`config.mk`:
```
export PLATFORM = sky130hd
export DESIGN_NAME = mul_arb
export DESIGN_NICKNAME = d
export VERILOG_FILES = /design/src/rtl/mul_arb.sv
export SDC_FILE = /design/constraint.sdc
export NUM_CORES = 1
export LEC_CHECK = 0
export BUFFER_PORTS_ARGS = -buffer_cell sky130_fd_sc_hd__buf_2
export CORE_ASPECT_RATIO = 1.4
export CORE_MARGIN = 4
export CORE_UTILIZATION = 49
export CTS_CLUSTER_SIZE = 16
export DETAILED_ROUTE_END_ITERATION = 16
export GPL_TIMING_DRIVEN = 0
export PLACE_DENSITY = 0.9
export SKIP_CTS_REPAIR_TIMING = 1
export SLEW_MARGIN = 10
export SYNTH_ARGS = -nofsm -noshare
export SYNTH_HDL_FRONTEND = slang
export SYNTH_SLANG_ARGS = --single-unit
```
`constraint.sdc`:
```
create_clock -name ck -period 4 [get_ports ck]
set_input_delay 0.6 -clock ck [delete_from_list [all_inputs] [get_ports ck]]
set_output_delay 0.6 -clock ck [all_outputs]
set_load 0.01 [all_outputs]
```
`src/rtl/mul_arb.sv`:
```
// Round-robin arbiter that time-shares one external 8x8 shift-add multiplier between N requesters.
// Each grant drives LOAD -> RUN -> DONE; a watchdog bounds RUN if the multiplier never finishes.
module mul_arb #(
  parameter int unsigned N    = 4,
  parameter int unsigned IDW  = 2,
  parameter int unsigned WDOG = 15
) (
  input  logic             ck,
  input  logic             rst,
  input  logic [N-1:0]     req,
  input  logic [8*N-1:0]   a_in,
  input  logic [8*N-1:0]   b_in,
  output logic [N-1:0]     done,
  output logic             err,
  output logic [16:0]      result,
  output logic [IDW-1:0]   gnt_id,
  output logic             busy,
  output logic [7:0]       m_a,
  output logic [7:0]       m_b,
  output logic             m_start,
  input  logic [16:0]      m_o,
  input  logic             m_fin
);

  localparam int unsigned WW = $clog2(WDOG);

  typedef enum logic [1:0] {StIdle, StLoad, StRun, StDone} state_e;

  state_e         state_q, state_d;
  logic [IDW-1:0] ptr_q, ptr_d;
  logic [IDW-1:0] gnt_q, gnt_d;
  logic [7:0]     a_q, a_d;
  logic [7:0]     b_q, b_d;
  logic [16:0]    res_q, res_d;
  logic           err_q, err_d;
  logic [WW-1:0]  wd_q, wd_d;

  logic           found;
  logic [IDW-1:0] sel;
  logic [IDW-1:0] cand;

  // Search starts at ptr, so the requester served last has the lowest priority.
  always_comb begin
    found = 1'b0;
    sel   = '0;
    cand  = '0;
    for (int unsigned k = 0; k < N; k++) begin
      cand = IDW'((32'(ptr_q) + k) % N);
      if (!found && req[cand]) begin
        found = 1'b1;
        sel   = cand;
      end
    end
  end

  always_comb begin
    state_d = state_q;
    ptr_d   = ptr_q;
    gnt_d   = gnt_q;
    a_d     = a_q;
    b_d     = b_q;
    res_d   = res_q;
    err_d   = err_q;
    wd_d    = wd_q;
    unique case (state_q)
      StIdle: begin
        if (found) begin
          gnt_d   = sel;
          a_d     = a_in[{sel, 3'b000} +: 8];
          b_d     = b_in[{sel, 3'b000} +: 8];
          state_d = StLoad;
        end
      end
      StLoad: begin
        wd_d    = '0;
        state_d = StRun;
      end
      StRun: begin
        // A finishing multiplier wins over a coincident watchdog expiry.
        if (m_fin) begin
          res_d   = m_o;
          err_d   = 1'b0;
          state_d = StDone;
        end else if (wd_q == WW'(WDOG - 1)) begin
          res_d   = '0;
          err_d   = 1'b1;
          state_d = StDone;
        end else begin
          wd_d = wd_q + 1'b1;
        end
      end
      StDone: begin
        ptr_d   = (gnt_q == IDW'(N - 1)) ? '0 : gnt_q + 1'b1;
        state_d = StIdle;
      end
      default: state_d = StIdle;
    endcase
  end

  always_ff @(posedge ck or posedge rst) begin
    if (rst) begin
      state_q <= StIdle;
      ptr_q   <= '0;
      gnt_q   <= '0;
      a_q     <= '0;
      b_q     <= '0;
      res_q   <= '0;
      err_q   <= 1'b0;
      wd_q    <= '0;
    end else begin
      state_q <= state_d;
      ptr_q   <= ptr_d;
      gnt_q   <= gnt_d;
      a_q     <= a_d;
      b_q     <= b_d;
      res_q   <= res_d;
      err_q   <= err_d;
      wd_q    <= wd_d;
    end
  end

  always_comb begin
    done = '0;
    if (state_q == StDone) done[gnt_q] = 1'b1;
  end

  assign err     = err_q;
  assign result  = res_q;
  assign gnt_id  = gnt_q;
  assign busy    = (state_q != StIdle);
  assign m_a     = a_q;
  assign m_b     = b_q;
  assign m_start = (state_q == StLoad);

endmodule

```
==> Word-level counts from Yosys, hierarchy flattened <==
Cells that the tools add are included.
{ "word_totals": {"register_bits": 44, "inputBits": 88} }
{ "classes": {"n_addsub": 5, "n_lt_le_gt_ge": 6, "n_eq_ne": 9, "n_shift": 2, "n_mux": 31, "reduce_logical": 15} }
{ "op_table": {"columns": ["op", "n"], "rows": [
  ["32-bit by 6-bit variable part select with 8-bit output", 2],
  ["17-bit 2-to-1 mux", 2],
  ["2-bit 2-to-1 mux", 8],
  ["2-bit by 3-bit less-than comparator with 1-bit output (second input constant)", 5],
  ["4-bit 2-to-1 mux", 3],
  ["1-bit 2-to-1 mux", 11],
  ["1-bit binary-select mux with 2-bit select", 4],
  ["2-bit case mux with 4 select lines", 1],
  ["4-bit case mux with 2 select lines", 1],
  ["2-bit equality test (second input constant)", 3],
  ["2-bit inequality test (second input constant)", 3],
  ["2-bit AND reduction", 3],
  ["2-bit nonzero test", 3],
  ["2-bit by 1-bit adder with 2-bit output (second input constant)", 2],
  ["2-bit adder (second input constant)", 2],
  ["4-bit by 1-bit adder with 4-bit output (second input constant)", 1],
  ["4-bit equality test (second input constant)", 1],
  ["1-bit logical AND", 4],
  ["1-bit zero test", 3],
  ["3-bit inequality test (second input constant)", 1],
  ["3-bit AND reduction", 1],
  ["1-bit demux with 2-bit select", 1],
  ["2-bit by 1-bit equality test with 1-bit output (second input constant)", 1],
  ["2-bit by 1-bit greater-or-equal comparator with 1-bit output (second input constant)", 1],
  ["2-bit zero test", 1]
]} }

==> Depth between registers and ports, before layout <==
Gate-level depths: netlist of the first run.
{ "logic_depth": {"ltp_word": 14, "ltp_mapped": 7, "ltp_nobuf": 7} }

==> Worst setup path after synthesis of the first run <==
OpenSTA, ideal clock, no wires.
{ "synth_path": {"kind": "input port to flip-flop", "start": "in req[0]", "end": "reg a_q[7], in the netlist m_a[7]", "t_arrival_ns": 1.568, "required_time_ns": 3.868, "setup_slack_ns": 2.301, "path_stages": 6, "n_path_buf": 1, "cell_sequence": "and2b_1 a21oi_2 o221ai_4 buf_6 mux2i_1 o221ai_2"} }
{ "synth_via": {"elab_chain_len": 13, "elab_cells_between_ends": 24, "cone_classes": "shift: 1; mux: 16; reduce/logical: 7"} }
{ "synth_rtl": {"columns": ["item", "line_no", "source"], "rows": [
  ["start: declaration", "10", "input logic [N-1:0] req,"],
  ["1-bit binary-select mux with 2-bit select", "49", "if (!found && req[cand]) begin"],
  ["1-bit 2-to-1 mux (not written as such)", "49", null],
  ["1-bit 2-to-1 mux", "49", null],
  ["1-bit zero test", "49", null],
  ["1-bit logical AND", "49", null],
  ["1-bit 2-to-1 mux", "49", null],
  ["1-bit zero test", "49", null],
  ["1-bit logical AND", "49", null],
  ["1-bit 2-to-1 mux", "49", null],
  ["1-bit zero test", "49", null],
  ["1-bit logical AND", "49", null],
  ["2-bit 2-to-1 mux or 1-bit 2-to-1 mux (tied branches)", "49", null],
  ["32-bit by 6-bit variable part select with 8-bit output or 2-bit AND reduction (tied branches)", null, null],
  ["end signal: assignment", "105", "a_q <= '0;"],
  ["end signal: assignment", "114", "a_q <= a_d;"],
  ["end: declaration", "32", "logic [7:0] a_q, a_d;"]
]} }
Parallel ways exist; a longest one is shown, timed or not. The select of a mux whose other input is x is not followed.
A chain may end at the register's enable or synchronous reset.

==> Final worst setup path of the first run <==
{ "layout_path": {"start": "reg wd_q[0]", "end": "reg wd_q[0]"} }
{ "layout_via": {"elab_chain_len": 4, "elab_cells_between_ends": 7, "cone_classes": "add/sub: 1; eq/ne: 2; mux: 3; reduce/logical: 1"} }
{ "layout_rtl": {"columns": ["item", "line_no", "source"], "rows": [
  ["start: declaration", "36", "logic [WW-1:0] wd_q, wd_d;"],
  ["start signal: assignment", "118", "wd_q <= wd_d;"],
  ["4-bit by 1-bit adder with 4-bit output", "89", "wd_d = wd_q + 1'b1;"],
  ["4-bit 2-to-1 mux", "84", "end else if (wd_q == WW'(WDOG - 1)) begin"],
  ["4-bit 2-to-1 mux", "80", "if (m_fin) begin"],
  ["4-bit case mux with 2 select lines", "65", "unique case (state_q)"]
]} }
Parallel ways exist; a longest one is shown, timed or not. The select of a mux whose other input is x is not followed.

==> metrics.cfg, run 1 <==
[sta]
fmax_mhz = 480
final_max_slew_viol_count = 0
worstMarginPinSlew_ns = 0.653
setup_viol = 0
period_needed_ns = 2.08
rsz0062_at_grt = false
setup_ws_ns = 1.92
fin_crit_sh_pct = 52.1
skew_ns = 0.00382
slew_headroom_pct = 56.3
hold_viol = 0
fin_setup_tns_ns = 0

[place]
io_buffers = 129
place_congestion = 0.689
dpl.cell_count = 408
dpl_worst_slack_ns = 1.96
hpwl_mm = 5.39

[global_routing]
grt_max_degree = 37
grt_overflow = 0
antenna_found_initial = 0
grt_pass1_vias = 2327
grt_use_total_pct = 21.0
grt_pass1_wl_mm = 10.2

[pwr]
cellPowerDensity_mw_per_mm2 = 722
switching_share_pct = 40.3
switchingPower_uw = 964
intPower_uw = 1430
p_seq_share_pct = 33.4
vdd_drop_max_uv = 357
p_clk_share_pct = 13.9
finalPower_uw = 2390
p_comb_share_pct = 52.7
p_leak_uw = 0.00179

[cts]
cts_buffers = 5
h-tree-depth = 2
cts_tree = yes
cts.sinks = 44
clk_pin_slew_worst_paths_ns = 0.08
root_buffer = clkbuf_8
clk_path_buf_depth = 2
worstSkewPairLatency_ns = 0.29

[synthesis]
synth-edff-count = 0
yosysMostFrequentCell = dfrtp_1
syn-num-nets = 313
ys_seq_elements = 44
synthTopCellsByArea = dfrtp_1, mux2i_1, a22o_1
netlist_area_mm2 = 0.00246
synth.mux.area_fraction_pct = 14.0
yosysSeqAreaShare_pct = 44.8
synthSimpleGateAreaFrac_pct = 8.91
syn_inst = 214
synth_compound_area_share_pct = 20.8
synth-xor-area-share_pct = 0
avgSynthCellArea_um2 = 11.5
synthDistinctLibCells = 39
yosys_warnings = 0
async_reset_ff_share_pct = 100
synth_top_cell_area_share_pct = 44.8
synth_fa_ha_area_share_pct = 5.60
synth_top_area_cell = dfrtp_1
synth_top_family_by_area = compound AO/OA/AOI/OAI gates
ys.flop_type = dfrtp_1
synthTopCellsByCount = dfrtp_1, mux2i_1, nand2_1

[cells_and_area]
num_antenna_cells = 0
final_cells = 416
area_growth_pct = 34.9
final_util_pct = 68.4
drive_gt1_share_pct = 47.4
final_nets = 450

[die]
fp.dieW_um = 67.8
dieHeight_um = 91.8
rows = 30
io_pins = 130
core_mm2 = 0.00484
start_util_pct = 50.7
fp.dieArea_mm2 = 0.00623

[routing]
routed_wl_mm = 6.66
via_per_inst = 5.40
ant_nets = 0
routedWlPerCell_um = 16.0
drc = 0
wl_met1_mm = 2.33
topRoutingLayerUsed = met4
dr_wl_met2_mm = 3.50
dr_wl_met3_um = 746
vias = 2247
first_iter_violations = 44
firstDrtPassIters = 6

[setup_path]
endpoint_kind = flop
r2r_setup_slack_ns = 1.92
timing.rr.start = wd_q[0]$_DFFE_PP0P_
required_ns = 4.16
worstSetupStartpointType = flop
r2r_cells = 7
crit_type = reg2reg
critPathArrivalTime_ns = 2.24
r2r-end = wd_q[0]$_DFFE_PP0P_
cp_max_fo = 10

[min_path]
hold_class = in2async

[outcome]
status = complete, no violations

[job]
drv_cap = 0

## power groups by stage
stage | Sequential [uW] | Combinational [uW] | Clock, uW
floorplan | 866 | 769 | 0
global placement | 789 | 1220 | 0
detailed placement | 800 | 1280 | 0
CTS | 798 | 1280 | 338
global route | 824 | 1390 | 357
finish | 798 | 1260 | 332
## layer usage
| metal | vias to the layer above | GRT usage, % |
|---|---|---|
| li1 | 1054 | - |
| met1 | 1074 | 21.8 |
| met2 | 109 | 40.2 |
| met3 | 10 | 5.27 |
| met4 | 0 | 4.81 |
| met5 | - | 0 |
## worst max-delay path, stage by stage (launching register included)
cell      delay (ns)
dfrtp_1         0.43
inv_1           0.08
ha_1            0.21
a31oi_1         0.53
nand2b_1        0.18
buf_2           0.22
buf_4           0.21
a31oi_1         0.09
## kinds of logic (layout without fill, tap and decap cells)
group / Yosys count / in the layout
adder cells (fa/ha/maj): 11 / 11
multiplexers: 34 / 34
AO/OA/AOI/OAI: 53 / 53
buffers and inverters: 25 / 163
flip-flops: 44 / 44
AND/OR/NAND/NOR: 47 / 47
## registers in the layout, indices dropped and copies added (netlist names)
name and flops:
result 17, m_a 8, m_b 8, wd_q 4, gnt_id 2, ptr_q 2, state_q 2, err 1
## how the worst max path moves through the flow
stage / startpoint / end / slack (ns)
after floorplan: req[0] / m_a[7]$_DFFE_PP0P_ / 2.30
after global placement: rst / m_a[7]$_DFFE_PP0P_ / 1.86
after detailed placement: req[0] / m_b[1]$_DFFE_PP0P_ / 1.96
after CTS: wd_q[0]$_DFFE_PP0P_ / result[3]$_DFFE_PP0P_ / 1.93
after global routing: wd_q[0]$_DFFE_PP0P_ / wd_q[0]$_DFFE_PP0P_ / 1.76
final: wd_q[0]$_DFFE_PP0P_ / wd_q[0]$_DFFE_PP0P_ / 1.92
## cell type report
class,count,area [um2]
Multi-Input combinational cell,145,1210
Tap cell,64,80.1
Sequential cell,44,1100
Fill cell,383,1530
Inverter,10,37.5
Clock inverter,3,42.5
Timing Repair Buffer,130,666
Clock buffer,5,68.8
Buffer,15,108
## through the flow
stage | hold slack (ns) | cell area (um2)
floorplan | 0.474 | 2460
global placement | 0.462 | 3180
detailed placement | 0.474 | 3200
CTS | 0.214 | 3310
global route | 0.214 | 3310
finish | 0.212 | 3310
## placed cells by master (no fill, tap or decap), types with 2 or more instances in the layout
cell / instances
buf_4: 2
nor2_1: 4
mux2i_1: 32
and2b_1: 2
buf_6: 5
ha_1: 11
o221ai_2: 9
nand2b_1: 2
clkbuf_1: 2
mux2_2: 2
nand2_1: 28
buf_2: 133
clkbuf_8: 5
dfrtp_1: 44
a21o_1: 2
inv_2: 2
a21oi_1: 2
and2_1: 5
o21ai_0: 4
a22o_1: 17
o221ai_1: 7
inv_1: 8
a31oi_1: 3
Note: power is estimated with default switching activity, not from simulation.
==> inputs of run 2 (changes only) <==
--- a/config.mk
+++ b/config.mk
@@ -8,11 +8,11 @@
 export BUFFER_PORTS_ARGS = -buffer_cell sky130_fd_sc_hd__buf_2
 export CORE_ASPECT_RATIO = 1.4
 export CORE_MARGIN = 4
-export CORE_UTILIZATION = 49
+export CORE_UTILIZATION = 45
 export CTS_CLUSTER_SIZE = 16
 export DETAILED_ROUTE_END_ITERATION = 16
 export GPL_TIMING_DRIVEN = 0
-export PLACE_DENSITY = 0.9
+export PLACE_DENSITY = 0.84
 export SKIP_CTS_REPAIR_TIMING = 1
 export SLEW_MARGIN = 10
 export SYNTH_ARGS = -nofsm -noshare
==> constraint.sdc (replaced) <==
create_clock -name ck -period 1.93 [get_ports ck]
set_input_delay 0.2895 -clock ck [delete_from_list [all_inputs] [get_ports ck]]
set_output_delay 0.2895 -clock ck [all_outputs]
set_load 0.01 [all_outputs]
==> metrics.cfg, run 2 (synthesis results as in run 1) <==
[sta]
slew_headroom_pct = 65.5
setup_ws_ns = 0.137
skew_ns = 0.00921
worstMarginPinSlew_ns = 0.516
fin_crit_sh_pct = 92.9
fin_setup_tns_ns = 0
hold_viol = 0
period_needed_ns = 1.79
final_max_slew_viol_count = 0
fmax_mhz = 558
setup_viol = 0

[place]
dpl.cell_count = 410
place_congestion = 0.781
hpwl_mm = 5.24
dpl_worst_slack_ns = -0.119
io_buffers = 129

[cells_and_area]
layout_common_cells = buf_2, dfrtp_1, mux2i_1
final_common_cell = buf_2
final_util_pct = 63.8
area_growth_pct = 36.0
num_antenna_cells = 0
drive_gt1_share_pct = 48.4
final_nets = 449
final_cells = 417
largest_reg_flops = 17

[die]
dieHeight_um = 95.4
fp.dieW_um = 70.4
rows = 31
io_pins = 130
core_mm2 = 0.00524
fp.dieArea_mm2 = 0.00672
start_util_pct = 46.9

[routing]
first_iter_violations = 38
dr_wl_met3_um = 685
drc = 0
ant_nets = 0
via_per_inst = 5.26
routedWlPerCell_um = 15.3
firstDrtPassIters = 4
routed_wl_mm = 6.37
dr_wl_met2_mm = 3.17
wl_met1_mm = 2.43
topRoutingLayerUsed = met4
vias = 2192

[pwr]
switching_share_pct = 40.0
p_comb_share_pct = 52.3
cellPowerDensity_mw_per_mm2 = 1480
p_leak_uw = 0.00180
p_clk_share_pct = 14.4
vdd_drop_max_uv = 933
p_seq_share_pct = 33.3
switchingPower_uw = 1980
intPower_uw = 2970

[global_routing]
grt_max_degree = 25
antenna_found_initial = 0
grt_use_total_pct = 19.4
grt_pass1_wl_mm = 10.5
grt_overflow = 0
grt_pass1_vias = 2351

[cts]
clk_pin_slew_worst_paths_ns = 0.09
root_buffer = clkbuf_8
cts_buffers = 5
h-tree-depth = 2
cts_tree = yes
cts.sinks = 44
worstSkewPairLatency_ns = 0.30
clk_path_buf_depth = 2

[setup_path]
cp-endpoint = wd_q[0]$_DFFE_PP0P_
crit_type = reg2reg
worstSetupStartpointType = flop
startpoint = wd_q[0]$_DFFE_PP0P_
r2r_cells = 7
endpoint_kind = flop
cp_max_fo = 10
r2r_setup_slack_ns = 0.14
required_ns = 2.10
timing.rr.start = wd_q[0]$_DFFE_PP0P_
r2r-end = wd_q[0]$_DFFE_PP0P_
critPathArrivalTime_ns = 1.96

[outcome]
status = complete, no violations

[min_path]
hold_class = in2async

[job]
drv_cap = 0

-- run 2: power by group through the flow --
stage	logic (uW)	clock network (uW)	registers, uW
2_1_floorplan	1590	0	1800
3_3_place_gp	2530	0	1640
3_5_place_dp	2630	0	1650
4_1_cts	2620	734	1640
5_1_grt	2880	785	1710
6_report	2590	713	1640
-- run 2: routing by layer --
layer  vias up  global-route usage, %
met1      1000                   20.7
met4         0                   6.07
met3        13                   6.96
li1       1053                      -
met5         -                      0
met2       126                   35.4
-- run 2: worst min path at each step --
stage / start / endpoint / slack [ns] / cells past startpoint
4_1_cts: rst / wd_q[0]$_DFFE_PP0P_ / 0.02 / 2
6_report: rst / wd_q[0]$_DFFE_PP0P_ / 0.01 / 2
3_5_place_dp: rst / result[12]$_DFFE_PP0P_ / 0.36 / 2
2_1_floorplan: m_o[0] / result[0]$_DFFE_PP0P_ / 0.42 / 1
3_3_place_gp: m_b[6]$_DFFE_PP0P_ / m_b[6]$_DFFE_PP0P_ / 0.46 / 2
5_1_grt: rst / wd_q[0]$_DFFE_PP0P_ / 0.05 / 2
-- run 2: worst max-delay path, cell delays in order, from the launching register on --
cell	delay, ns
dfrtp_1	0.42
inv_1	0.06
ha_1	0.23
a31oi_4	0.29
nand2b_1	0.14
buf_2	0.22
buf_4	0.21
a31oi_1	0.09
-- run 2: metrics by stage --
stage | hold slack [ns] | power, uW | cell area, um2
3_5_place_dp | 0.359 | 4280 | 3210
6_report | 0.0130 | 4950 | 3340
4_1_cts | 0.0226 | 5000 | 3330
5_1_grt | 0.0516 | 5370 | 3340
2_1_floorplan | 0.422 | 3390 | 2460
3_3_place_gp | 0.462 | 4160 | 3180
-- run 2: cell type report --
cell class                 count  area (um2)
multi-input combinational    145        1230
tap                           66        82.6
clock inverter                 3        46.3
buffer                        14         105
timing repair buffer         130         673
clock buffer                   5        68.8
fill                         432        1900
sequential                    44        1100
inverter                      10        37.5
==> inputs of run 3 (changes only) <==
--- a/config.mk
+++ b/config.mk
@@ -7,14 +7,14 @@
 export LEC_CHECK = 0
 export BUFFER_PORTS_ARGS = -buffer_cell sky130_fd_sc_hd__buf_2
 export CORE_ASPECT_RATIO = 1.4
-export CORE_MARGIN = 4
 export CORE_UTILIZATION = 45
 export CTS_CLUSTER_SIZE = 16
 export DETAILED_ROUTE_END_ITERATION = 16
 export GPL_TIMING_DRIVEN = 0
-export PLACE_DENSITY = 0.84
+export PLACE_DENSITY_LB_ADDON = 0.15
 export SKIP_CTS_REPAIR_TIMING = 1
 export SLEW_MARGIN = 10
 export SYNTH_ARGS = -nofsm -noshare
 export SYNTH_HDL_FRONTEND = slang
 export SYNTH_SLANG_ARGS = --single-unit
+export TNS_END_PERCENT = 20
==> metrics.cfg, run 3 (synthesis results as in run 1) <==
[sta]
skew_ns = 0.00973
final_max_slew_viol_count = 0
setup_ws_ns = 0.113
fin_setup_tns_ns = 0
period_needed_ns = 1.82
worstMarginPinSlew_ns = 0.471
fin_crit_sh_pct = 94.1
fmax_mhz = 550
slew_headroom_pct = 68.2
setup_viol = 0
hold_viol = 0

[cts]
clk_path_buf_depth = 2
cts_buffers = 5
root_buffer = clkbuf_8
worstSkewPairLatency_ns = 0.30
h-tree-depth = 2
cts_tree = yes
cts.sinks = 44
clk_pin_slew_worst_paths_ns = 0.09

[routing]
routedWlPerCell_um = 14.3
routed_wl_mm = 5.99
drc = 0
first_iter_violations = 44
via_per_inst = 5.22
firstDrtPassIters = 4
ant_nets = 0
vias = 2182

[pwr]
vdd_drop_max_uv = 862
cellPowerDensity_mw_per_mm2 = 1530
p_leak_uw = 0.00183
finalPower_uw = 5180

[setup_path]
crit_type = reg2reg
required_ns = 2.10
cp_max_fo = 10
endpoint_kind = flop
worstSetupStartpointType = flop
critPathArrivalTime_ns = 1.99

[cells_and_area]
num_antenna_cells = 0
fill_cells = 459
drive_gt1_share_pct = 48.0
final_nets = 450
area_growth_pct = 37.9
seq_area_mm2 = 0.00110
final_area_mm2 = 0.00339
largest_reg_flops = 17
multi_input_area_mm2 = 0.00122
final_common_cell = buf_2
layout_common_cells = buf_2, dfrtp_1, mux2i_1
final_util_pct = 65.1

[place]
dpl_worst_slack_ns = -0.0769
hpwl_mm = 4.67
place_congestion = 0.806
placed_area_mm2 = 0.00320
io_buffers = 129

[die]
core_mm2 = 0.00520
dieHeight_um = 89.4
fp.dieW_um = 64.4
fp.dieArea_mm2 = 0.00576
io_pins = 130
start_util_pct = 47.3
rows = 31

[job]
drv_cap = 0

[global_routing]
grt_pass1_wl_mm = 9.30
grt_use_total_pct = 21.1
grt_max_degree = 28
grt_overflow = 0
antenna_found_initial = 0
grt_pass1_vias = 2019

[min_path]
hold_class = in2reg

[outcome]
status = complete, no violations

[run 3: cell types whose count changed in the layout (fill, tap and decap cells not counted), sizes merged]
cell and delta:
bufinv +2, clkinvlp -1, dlygate4sd3 +1, inv -1
[run 3: critical path, stage by stage (launching register included)]
cell	delay [ns]
dfrtp_1	0.41
and2b_1	0.25
a21oi_2	0.07
o221ai_4	0.29
buf_6	0.22
mux2i_1	0.32
o221ai_2	0.13
[run 3: routing by layer]
layer	vias to the layer above	global-route usage (%)	part of all wire [%]	wire length (um)
li1	1058	-	-	-
met5	-	0	0	0
met2	74	40.5	55	3300
met3	5	3.06	5.4	321
met1	1045	23.3	38	2290
met4	0	8.48	1.2	72
[run 3: cell type report]
class / count / area share (%)
flip-flops and latches: 44 / 32.5
clock buffers: 5 / 2.03
clock inverters: 3 / 2.66
repair buffers: 131 / 20.0
inverters: 10 / 1.11
well taps: 66 / 2.44
multi-input cells: 145 / 36.2
plain buffers: 14 / 3.10
[run 3: power breakdown]
group / leakage, uW / internal, uW / total (uW) / switching [uW]
clock: 0.0000784 / 647 / 968 / 320
combinational: 0.00120 / 1220 / 2570 / 1350
sequential: 0.000548 / 1350 / 1640 / 284
total: 0.00183 / 3220 / 5180 / 1950
[run 3: final timing paths]
check | start | endpoint | slack (ns) | cells past startpoint
setup / recovery | ptr_q[0]$_DFFE_PP0P_ | m_a[7]$_DFFE_PP0P_ | 0.11 | 6
hold / removal | m_o[6] | result[6]$_DFFE_PP0P_ | 0.20 | 2
hold reg to reg | m_b[1]$_DFFE_PP0P_ | m_b[1]$_DFFE_PP0P_ | 0.49 | 2
setup reg to reg | ptr_q[0]$_DFFE_PP0P_ | m_a[7]$_DFFE_PP0P_ | 0.11 | 6
max in group asynchronous | rst | ptr_q[1]$_DFFE_PP0P_ | 0.93 | 4
min in group asynchronous | rst | result[11]$_DFFE_PP0P_ | 0.52 | 3
[run 3: stage by stage]
step                hold slack, ns  instances
finish                       0.197        418
global route                 0.186        418
CTS                        -0.0367        418
detailed placement           0.296        410
global placement             0.464        409
floorplan                    0.422        214
